--- config.mk ---
export PLATFORM = sky130hd
export DESIGN_NAME = fetch_stage
export DESIGN_NICKNAME = d
export VERILOG_FILES = /design/src/rtl/fetch_stage.sv
export SDC_FILE = /design/constraint.sdc
export NUM_CORES = 1
export LEC_CHECK = 0
export CORE_MARGIN = 8
export CORE_UTILIZATION = 42
export CTS_BUF_LIST = sky130_fd_sc_hd__clkbuf_8
export CTS_CLUSTER_DIAMETER = 50
export CTS_CLUSTER_SIZE = 40
export DETAILED_ROUTE_END_ITERATION = 16
export PLACE_DENSITY = 0.78
export SETUP_SLACK_MARGIN = 0.5
export SYNTH_ARGS = -nofsm -noshare
export SYNTH_HDL_FRONTEND = slang
export SYNTH_SLANG_ARGS = --single-unit
--- constraint.sdc ---
create_clock -name clk -period 1.82 [get_ports clk]
set_clock_uncertainty 0.05 [all_clocks]
set_input_delay 0.546 -clock clk [delete_from_list [all_inputs] [get_ports clk]]
set_output_delay 0.546 -clock clk [all_outputs]
set_load 0.1 [all_outputs]
--- src/rtl/fetch_stage.sv ---
// Instruction fetch stage: issues one word request at a time to instruction
// memory and places the returned word into a registered fetch/decode slot.
// Optional feature macro: FETCH_MISALIGN_TRAP_EN (misaligned redirect trap).
module fetch_stage #(
    parameter logic [31:0] RESET_PC = 32'h0000_0000
) (
    input  logic        clk,
    input  logic        reset,
    output logic        imem_req_valid,
    input  logic        imem_req_ready,
    output logic [31:0] imem_addr,
    input  logic        imem_rsp_valid,
    input  logic [31:0] imem_rsp_data,
    input  logic        redirect_valid,
    input  logic [31:0] redirect_pc,
    output logic        fd_valid,
    input  logic        fd_ready,
    output logic [31:0] fd_pc,
    output logic [31:0] fd_instruction,
`ifdef FETCH_MISALIGN_TRAP_EN
    output logic [31:0] fd_next_pc,
    output logic        fd_misaligned
`else
    output logic [31:0] fd_next_pc
`endif
);

    typedef enum logic [1:0] {
        S_REQ   = 2'd0,
        S_WAIT  = 2'd1,
        S_DRAIN = 2'd2,
        S_TRAP  = 2'd3
    } state_t;

    localparam logic [31:0] NOP_INSN = 32'h0000_0013;

    state_t      state_q, state_d;
    logic [31:0] pc_q, pc_d;
    logic        fd_valid_q, fd_valid_d;
    logic [31:0] fd_pc_q, fd_pc_d;
    logic [31:0] fd_instr_q, fd_instr_d;
    logic [31:0] fd_next_pc_q, fd_next_pc_d;
    logic [31:0] redirect_tgt;
`ifdef FETCH_MISALIGN_TRAP_EN
    logic        fd_mis_q, fd_mis_d;
    logic        redirect_mis;

    // Misaligned targets are kept verbatim so the trap slot reports them.
    assign redirect_tgt = redirect_pc;
    assign redirect_mis = (redirect_pc[1:0] != 2'b00);
    assign fd_misaligned = fd_mis_q;
`else
    // Without the trap, the PC can only ever hold word-aligned addresses.
    assign redirect_tgt = redirect_pc & 32'hFFFF_FFFC;
`endif

    assign imem_addr      = pc_q;
    assign fd_valid       = fd_valid_q;
    assign fd_pc          = fd_pc_q;
    assign fd_instruction = fd_instr_q;
    assign fd_next_pc     = fd_next_pc_q;

    // Next-state, PC, slot update and request generation.
    always_comb begin
        state_d        = state_q;
        pc_d           = pc_q;
        fd_valid_d     = fd_valid_q;
        fd_pc_d        = fd_pc_q;
        fd_instr_d     = fd_instr_q;
        fd_next_pc_d   = fd_next_pc_q;
        imem_req_valid = 1'b0;
`ifdef FETCH_MISALIGN_TRAP_EN
        fd_mis_d       = fd_mis_q;
`endif

        // A consumed slot empties unless something below reloads it.
        if (fd_valid_q && fd_ready) begin
            fd_valid_d = 1'b0;
        end

        case (state_q)
            S_REQ: begin
                // Only fetch when the slot will be free to take the result.
                imem_req_valid = (!fd_valid_q || fd_ready) && !redirect_valid && !reset;
                if (imem_req_valid && imem_req_ready) begin
                    state_d = S_WAIT;
                end
            end
            S_WAIT: begin
                if (redirect_valid) begin
                    // Response (if any) belongs to the old path.
                    state_d = imem_rsp_valid ? S_REQ : S_DRAIN;
                end else if (imem_rsp_valid) begin
                    fd_valid_d   = 1'b1;
                    fd_pc_d      = pc_q;
                    fd_instr_d   = imem_rsp_data;
                    fd_next_pc_d = pc_q + 32'd4;
                    pc_d         = pc_q + 32'd4;
                    state_d      = S_REQ;
                end
            end
            S_DRAIN: begin
                // Swallow the one response still in flight.
                if (imem_rsp_valid) begin
                    state_d = S_REQ;
                end
            end
`ifdef FETCH_MISALIGN_TRAP_EN
            S_TRAP: begin
                // Present a single NOP tagged misaligned, then park.
                if (!fd_mis_q && !redirect_valid) begin
                    fd_valid_d   = 1'b1;
                    fd_pc_d      = pc_q;
                    fd_instr_d   = NOP_INSN;
                    fd_next_pc_d = pc_q + 32'd4;
                    fd_mis_d     = 1'b1;
                end
            end
`endif
            default: begin
                state_d = S_REQ;
            end
        endcase

        // Redirect wins over slot load and PC increment in every state.
        if (redirect_valid) begin
            pc_d       = redirect_tgt;
            fd_valid_d = 1'b0;
`ifdef FETCH_MISALIGN_TRAP_EN
            fd_mis_d   = 1'b0;
            if (redirect_mis) begin
                state_d = S_TRAP;
            end else if (state_q == S_TRAP) begin
                state_d = S_REQ;
            end
`endif
        end
    end

    // State, PC and fetch/decode slot registers.
    always_ff @(posedge clk) begin
        if (reset) begin
            state_q      <= S_REQ;
            pc_q         <= RESET_PC;
            fd_valid_q   <= 1'b0;
            fd_pc_q      <= 32'd0;
            fd_instr_q   <= 32'd0;
            fd_next_pc_q <= 32'd0;
`ifdef FETCH_MISALIGN_TRAP_EN
            fd_mis_q     <= 1'b0;
`endif
        end else begin
            state_q      <= state_d;
            pc_q         <= pc_d;
            fd_valid_q   <= fd_valid_d;
            fd_pc_q      <= fd_pc_d;
            fd_instr_q   <= fd_instr_d;
            fd_next_pc_q <= fd_next_pc_d;
`ifdef FETCH_MISALIGN_TRAP_EN
            fd_mis_q     <= fd_mis_d;
`endif
        end
    end

endmodule

==> results of run 1 <==
[cells by family after synthesis]
group                      Yosys count
AOI/OAI and AO/OA                  142
xor gates and xnor gates            49
adders and majority gates            1
buffers and inverters               90
DFF                                125
muxes                                6
other                                1
and+or+nand+nor                    288
[synthesized netlist by cell type, types with 5 or more instances]
cell / count / area [um^2]
sky130_fd_sc_hd__clkbuf_1: 33 / 124
sky130_fd_sc_hd__o21ai_0: 7 / 35.0
sky130_fd_sc_hd__nor2_1: 46 / 173
sky130_fd_sc_hd__inv_1: 21 / 78.8
sky130_fd_sc_hd__nand3_1: 14 / 70.1
sky130_fd_sc_hd__a21oi_1: 87 / 435
sky130_fd_sc_hd__nor3_2: 5 / 50.1
sky130_fd_sc_hd__dfxtp_1: 125 / 2500
sky130_fd_sc_hd__nand4_1: 7 / 43.8
sky130_fd_sc_hd__buf_2: 23 / 115
sky130_fd_sc_hd__buf_4: 9 / 67.6
sky130_fd_sc_hd__xor2_1: 32 / 280
sky130_fd_sc_hd__nor2b_1: 7 / 43.8
sky130_fd_sc_hd__nor4_1: 11 / 68.8
sky130_fd_sc_hd__nor3_1: 13 / 65.1
sky130_fd_sc_hd__nand2_1: 151 / 567
sky130_fd_sc_hd__o21a_1: 16 / 120
sky130_fd_sc_hd__a211oi_1: 23 / 173
sky130_fd_sc_hd__and4_1: 7 / 61.3
sky130_fd_sc_hd__xnor2_1: 17 / 149
sky130_fd_sc_hd__mux2i_1: 6 / 60.1
[stage by stage]
step	hold WS, ps	util (%)
floorplan	472	-
global placement	409	75.7
detailed placement	415	75.7
CTS	425	85.2
[repair_timing]
item / in CTS
resized for setup: 98
buffers inserted: 23
setup endpoints to repair: 248
cloned: 9
pin swaps: 47
hold endpoints to repair: 0
==> out/qor.log, run 1 <==
qor: status.run_status did not finish
qor: status.stop_stage 5_1_grt
qor: status.error_line [ERROR DPL-0038] Utilization greater than 100%, impossible to legalize
qor: floorplan.fp.dieH 132 um
qor: yosys.combinational_family_with_the_most_area_after_synthesis simple AND/OR/NAND/NOR gates
qor: yosys.postSynth.topFlopCell sky130_fd_sc_hd__dfxtp_1
qor: placement.gpl.final_weighted_congestion 0.882
qor: timing.grt_repair_worst_endpoint imem_req_valid
qor: floorplan.floorplan.initialDensity 42.9%
qor: floorplan.chipWidth 132 um
qor: clock_network.cts_htree_levels 4
qor: yosys.postSynthAreaPerCell 8.08 um^2
qor: clock_network.cts_max_path_buffers 2
qor: placement.placedCellCount 1076
qor: clock_network.post_cts_hold_fix_bufs 0
qor: global_routing.largest_net_degree_at_the_start_of_global_routing 71
qor: placement.placed_cell_area 0.0100 mm^2
qor: placement.place.port_buffers 191
qor: yosys.synth_xor_area_share 7.56%
qor: yosys.synth_adder_area_share 0.220%
qor: yosys.multiplexer_share_of_the_synthesized_area 1.06%
qor: yosys.synth-seq-cells 125
qor: clock_network.num_clock_sinks 125
qor: yosys.yosysWarningCount 0
qor: timing.worstEndpointType output port
qor: yosys.synth_enable_flop_cells 0
qor: yosys.post_synth_and_or_nand_nor_area_fraction 24.9%
qor: clock_network.tritoncts.num_buffers 17
qor: yosys.seq_area_frac_synth 44.1%
qor: yosys.synth_compound_gate_area_share 14.9%
qor: yosys.synth_cells 702
qor: floorplan.pin_count 200
qor: placement.placement.setup.worst_slack -620 ps
qor: yosys.synth.distinct_cells 47
qor: placement.detailedPlacementHpwl 16000 um
qor: clock_network.clock_tree_root_buffer_cell sky130_fd_sc_hd__clkbuf_8
qor: yosys.synth_async_sr_flop_share 0%
qor: floorplan.std_cell_rows 42
qor: yosys.syn-cell-area 0.00568 mm^2
==> run 2, diff against run 1 <==
CORE_UTILIZATION = 40   (was 42)
CTS_BUF_LIST = unset   (was sky130_fd_sc_hd__clkbuf_8)
CTS_CLUSTER_DIAMETER = unset   (was 50)
CTS_CLUSTER_SIZE = unset   (was 40)
PLACE_DENSITY = unset   (was 0.78)
PLACE_DENSITY_LB_ADDON = 0.15   (was unset)
SETUP_SLACK_MARGIN = unset   (was 0.5)
clock period = 2.4 ns   (was 1.82 ns; I/O delays follow)
==> run 2 against run 1 <==
Net effect: the flow now finishes, with violations (negative setup slack); synthesized cell count unchanged; synthesized area unchanged.
==> out/qor.log, run 2 <==
qor: detailed_routing.detailroute.wirelength.met3 1560 um
qor: finish.multi_input_comb_area 0.00282 mm^2
qor: yosys.synth_adder_area_share 0.220% [unchanged]
qor: detailed_routing.postRouteAntennaNets 0
qor: timing.timing.final.setup_violations 1
qor: pwr.power-per-cell-area 682 mW/mm^2
qor: clock_network.cts_max_path_buffers 2 [unchanged]
qor: pwr.peakVddDrop 404 uV
qor: detailed_routing.routed_via_density 5.10
qor: finish.finalNonFillerCells 1069
qor: finish.layout_commonest_cell sky130_fd_sc_hd__nand2_1
qor: critical_path.crit_buf_inv 2
qor: floorplan.std_cell_rows 43 [+2.4%]
qor: timing.finalHoldWorstSlack 402 ps
qor: timing.post_route_minimum_period 2430 ps
qor: floorplan.placeableCoreArea 0.0139 mm^2
qor: clock_network.cts_htree_levels 4 [unchanged]
qor: timing.max-slew-margin-rel 41.5%
qor: timing.maxClockFrequency 0.411 GHz
qor: critical_path.arrival 1660 ps
qor: detailed_routing.wirelength 18200 um
qor: finish.syn2layout_area_growth 46.4%
qor: yosys.synth_cells 702 [unchanged]
qor: clock_network.post_cts_hold_fix_bufs 0 [unchanged]
qor: detailed_routing.routed-via-count 5457
qor: finish.final_cell_mix 151 x sky130_fd_sc_hd__nand2_1, 136 x sky130_fd_sc_hd__buf_4, 97 x sky130_fd_sc_hd__dfxtp_1, 87 x sky130_fd_sc_hd__a21oi_1, 64 x sky130_fd_sc_hd__clkdlybuf4s50_1
qor: critical_path.endpoint_kind primary output
qor: finish.nFillCells 1298
qor: clock_network.clk-insertion-delay-late 420 ps
qor: yosys.synth_compound_gate_area_share 14.9% [unchanged]
qor: finish.drive_gt1_share 26.3%
qor: global_routing.antenna_found_initial 0
qor: finish.ff_latch_area 0.00254 mm^2
qor: finish.diodes 0
qor: critical_path.data_required_time_at_the_worst_endpoint 1630 ps
qor: timing.grt_setup_unrepaired true
qor: floorplan.fp.dieH 135 um [+2.2%]
qor: floorplan.floorplan.initialDensity 40.9% [-2.0 points]
qor: detailed_routing.drt-wirelength-per-cell 17.0 um
qor: floorplan.chipWidth 135 um [+2.2%]
qor: yosys.yosys-top-cells-area sky130_fd_sc_hd__dfxtp_1 44%, sky130_fd_sc_hd__nand2_1 10%, sky130_fd_sc_hd__a21oi_1 7.7%
qor: status.run_status finished, violations left
qor: critical_path.start_kind input pin
qor: yosys.synth.distinct_cells 47 [unchanged]
qor: timing.final_critical_path_setup_slack -33.7 ps
qor: status.violations_in_the_final_reports negative setup slack
qor: detailed_routing.detail_route.first_pass.iterations 4
qor: critical_path.worstSetupPathDepth 4
qor: critical_path.cp_slowest_cell sky130_fd_sc_hd__or4_4
qor: critical_path.cp_cell_sequence buf_6 -> or4_4 -> nor2_4 -> buf_12
qor: yosys.synth_enable_flop_cells 0 [unchanged]
qor: detailed_routing.detail_route.iter0.violations 361
qor: detailed_routing.detail_route.wirelength.met1 7310 um
qor: placement.place.port_buffers 191 [unchanged]
qor: yosys.syn-cell-area 0.00568 mm^2 [unchanged]
qor: global_routing.overflow 0
qor: timing.period_share 101%
qor: yosys.postSynthAreaPerCell 8.08 um^2 [unchanged]
qor: clock_network.num_clock_sinks 125 [unchanged]
qor: yosys.combinational_family_with_the_most_area_after_synthesis simple AND/OR/NAND/NOR gates
qor: yosys.synth_xor_area_share 7.56% [unchanged]
qor: yosys.post_synth_and_or_nand_nor_area_fraction 24.9% [unchanged]
qor: critical_path.ff2ff_path_depth 6
qor: detailed_routing.detail_route.drc_violations 0
qor: critical_path.crit_path_max_fanout 2
qor: run.cap_violations 0
qor: global_routing.global_route_wire_length_before_repair 28400 um
qor: clock_network.worst_setup_hold_path_clk_slew 50 ps
qor: placement.placedCellCount 1036 [-3.7%]
qor: placement.gpl.final_weighted_congestion 0.768 [-13%]
qor: pwr.report.power.total 5.66 mW
qor: global_routing.grt_overall_usage 19.6%
qor: clock_network.tritoncts.num_buffers 17 [unchanged]
qor: pwr.leakage 3.29 nW
qor: global_routing.grt_pass1_vias 5381
qor: detailed_routing.top_metal_used met4
qor: timing.tightestPinTransition 877 ps
qor: hold_path.hold_path_class reg -> reg
qor: yosys.synth_top_area_cell sky130_fd_sc_hd__dfxtp_1
qor: critical_path.crit_type in -> out
qor: yosys.multiplexer_share_of_the_synthesized_area 1.06% [unchanged]
qor: floorplan.die_area 0.0183 mm^2
qor: yosys.synth_async_sr_flop_share 0% [unchanged]
qor: critical_path.critical_path.top_delay_family simple AND/OR/NAND/NOR gates
qor: yosys.post_synth_most_frequent_cells 151 x sky130_fd_sc_hd__nand2_1, 125 x sky130_fd_sc_hd__dfxtp_1, 87 x sky130_fd_sc_hd__a21oi_1, 46 x sky130_fd_sc_hd__nor2_1, 33 x sky130_fd_sc_hd__clkbuf_1
qor: yosys.seq_area_frac_synth 44.1% [unchanged]
qor: clock_network.cts_tree done
qor: floorplan.pin_count 200 [unchanged]
qor: critical_path.largest_stage_delay_on_the_critical_path 530 ps
qor: clock_network.clock_tree_root_buffer_cell sky130_fd_sc_hd__clkbuf_16
qor: global_routing.largest_net_degree_at_the_start_of_global_routing 81
qor: yosys.postSynth.topFlopCell sky130_fd_sc_hd__dfxtp_1
qor: yosys.synth-seq-cells 125 [unchanged]
qor: finish.design.final.nets 949
qor: finish.largest_register_ff_count 32
qor: timing.maxSlewViolCount 0
qor: detailed_routing.wl_met2 9010 um
qor: yosys.yosysWarningCount 0 [unchanged]
qor: hold_path.holdPathStages 2
qor: timing.finalHoldViolations 0
qor: yosys.synth_most_common_cell sky130_fd_sc_hd__nand2_1
qor: placement.detailedPlacementHpwl 13200 um [-17%]
qor: yosys.synthDominantCellAreaShare 44.1% [unchanged]
==> run 2: cell counts after synthesis <==
Identical to the previous run, type by type.
==> run 2: worst paths after layout <==
path | from | end | slack [ps]
max | redirect_valid | imem_req_valid | -30
min | fd_instruction[3] | fd_instruction[3] | 400
max reg2reg | imem_addr[2] | imem_addr[24] | 200
min reg2reg | fd_instruction[3] | fd_instruction[3] | 400
==> run 2: worst register-to-register path, stage by stage (launching register included) <==
cell and delay [ps]:
sky130_fd_sc_hd__dfxtp_2 400, sky130_fd_sc_hd__ha_1 290, sky130_fd_sc_hd__and4_1 360, sky130_fd_sc_hd__nand3_2 220
sky130_fd_sc_hd__nor4_1 460, sky130_fd_sc_hd__xor2_1 120, sky130_fd_sc_hd__o21a_1 180
==> run 2: cells by family (layout without fill, tap and decap cells) <==
kind of cell | count (synthesis) | in the layout
muxes | 6 | 6
other | 1 | 6
and+or+nand+nor | 288 | 288
xor gates and xnor gates | 49 | 49
AOI/OAI and AO/OA | 142 | 142
DFF | 125 | 125
buffers and inverters | 90 | 272
adders and majority gates | 1 | 1
==> run 2: layer usage <==
metal | global-route usage, % | vias up
met3 | 7.17 | 21
li1 | - | 2707
met5 | 0 | -
met2 | 32.5 | 168
met1 | 22.1 | 2561
met4 | 8.82 | 0
==> run 2: stage by stage <==
step | instance area [um^2] | setup slack, ps | TNS, ps | utilization (%)
5_1_grt | 8310 | -55.4 | -55.4 | 59.9
3_3_place_gp | 7680 | -355 | -11480 | 55.3
2_1_floorplan | 5740 | -237 | -237 | -
4_1_cts | 8280 | -33.3 | -33.3 | 59.7
6_report | 8310 | -33.7 | -33.7 | 59.9
3_5_place_dp | 7680 | -361 | -14960 | 55.3
==> run 2: power breakdown <==
group	total, mW	internal (mW)	switching [mW]
Combinational	0.847	0.286	0.561
Sequential	2.22	2.13	0.0919
Clock	2.59	1.69	0.902
==> run 2: area by class of cell <==
| cell class | instances | area share, % |
|---|---|---|
| Multi-Input combinational cell | 492 | 33.9 |
| Sequential cell | 125 | 30.6 |
| Timing Repair Buffer | 221 | 24.8 |
| Clock buffer | 22 | 5.71 |
| Tap cell | 180 | 2.71 |
| Clock inverter | 8 | 1.39 |
| Inverter | 21 | 0.949 |
==> run 2: what timing repair did <==
| action | CTS | global route |
|---|---|---|
| endpoints found under the setup margin | 1 | 1 |
| gates resized for setup | 6 | 3 |
| hold endpoints to repair | 0 | 0 |
| cloned | 0 | 0 |
| buffers inserted | 1 | 2 |
| pin swaps | 2 | 2 |
(Power assumes the default switching activity.)
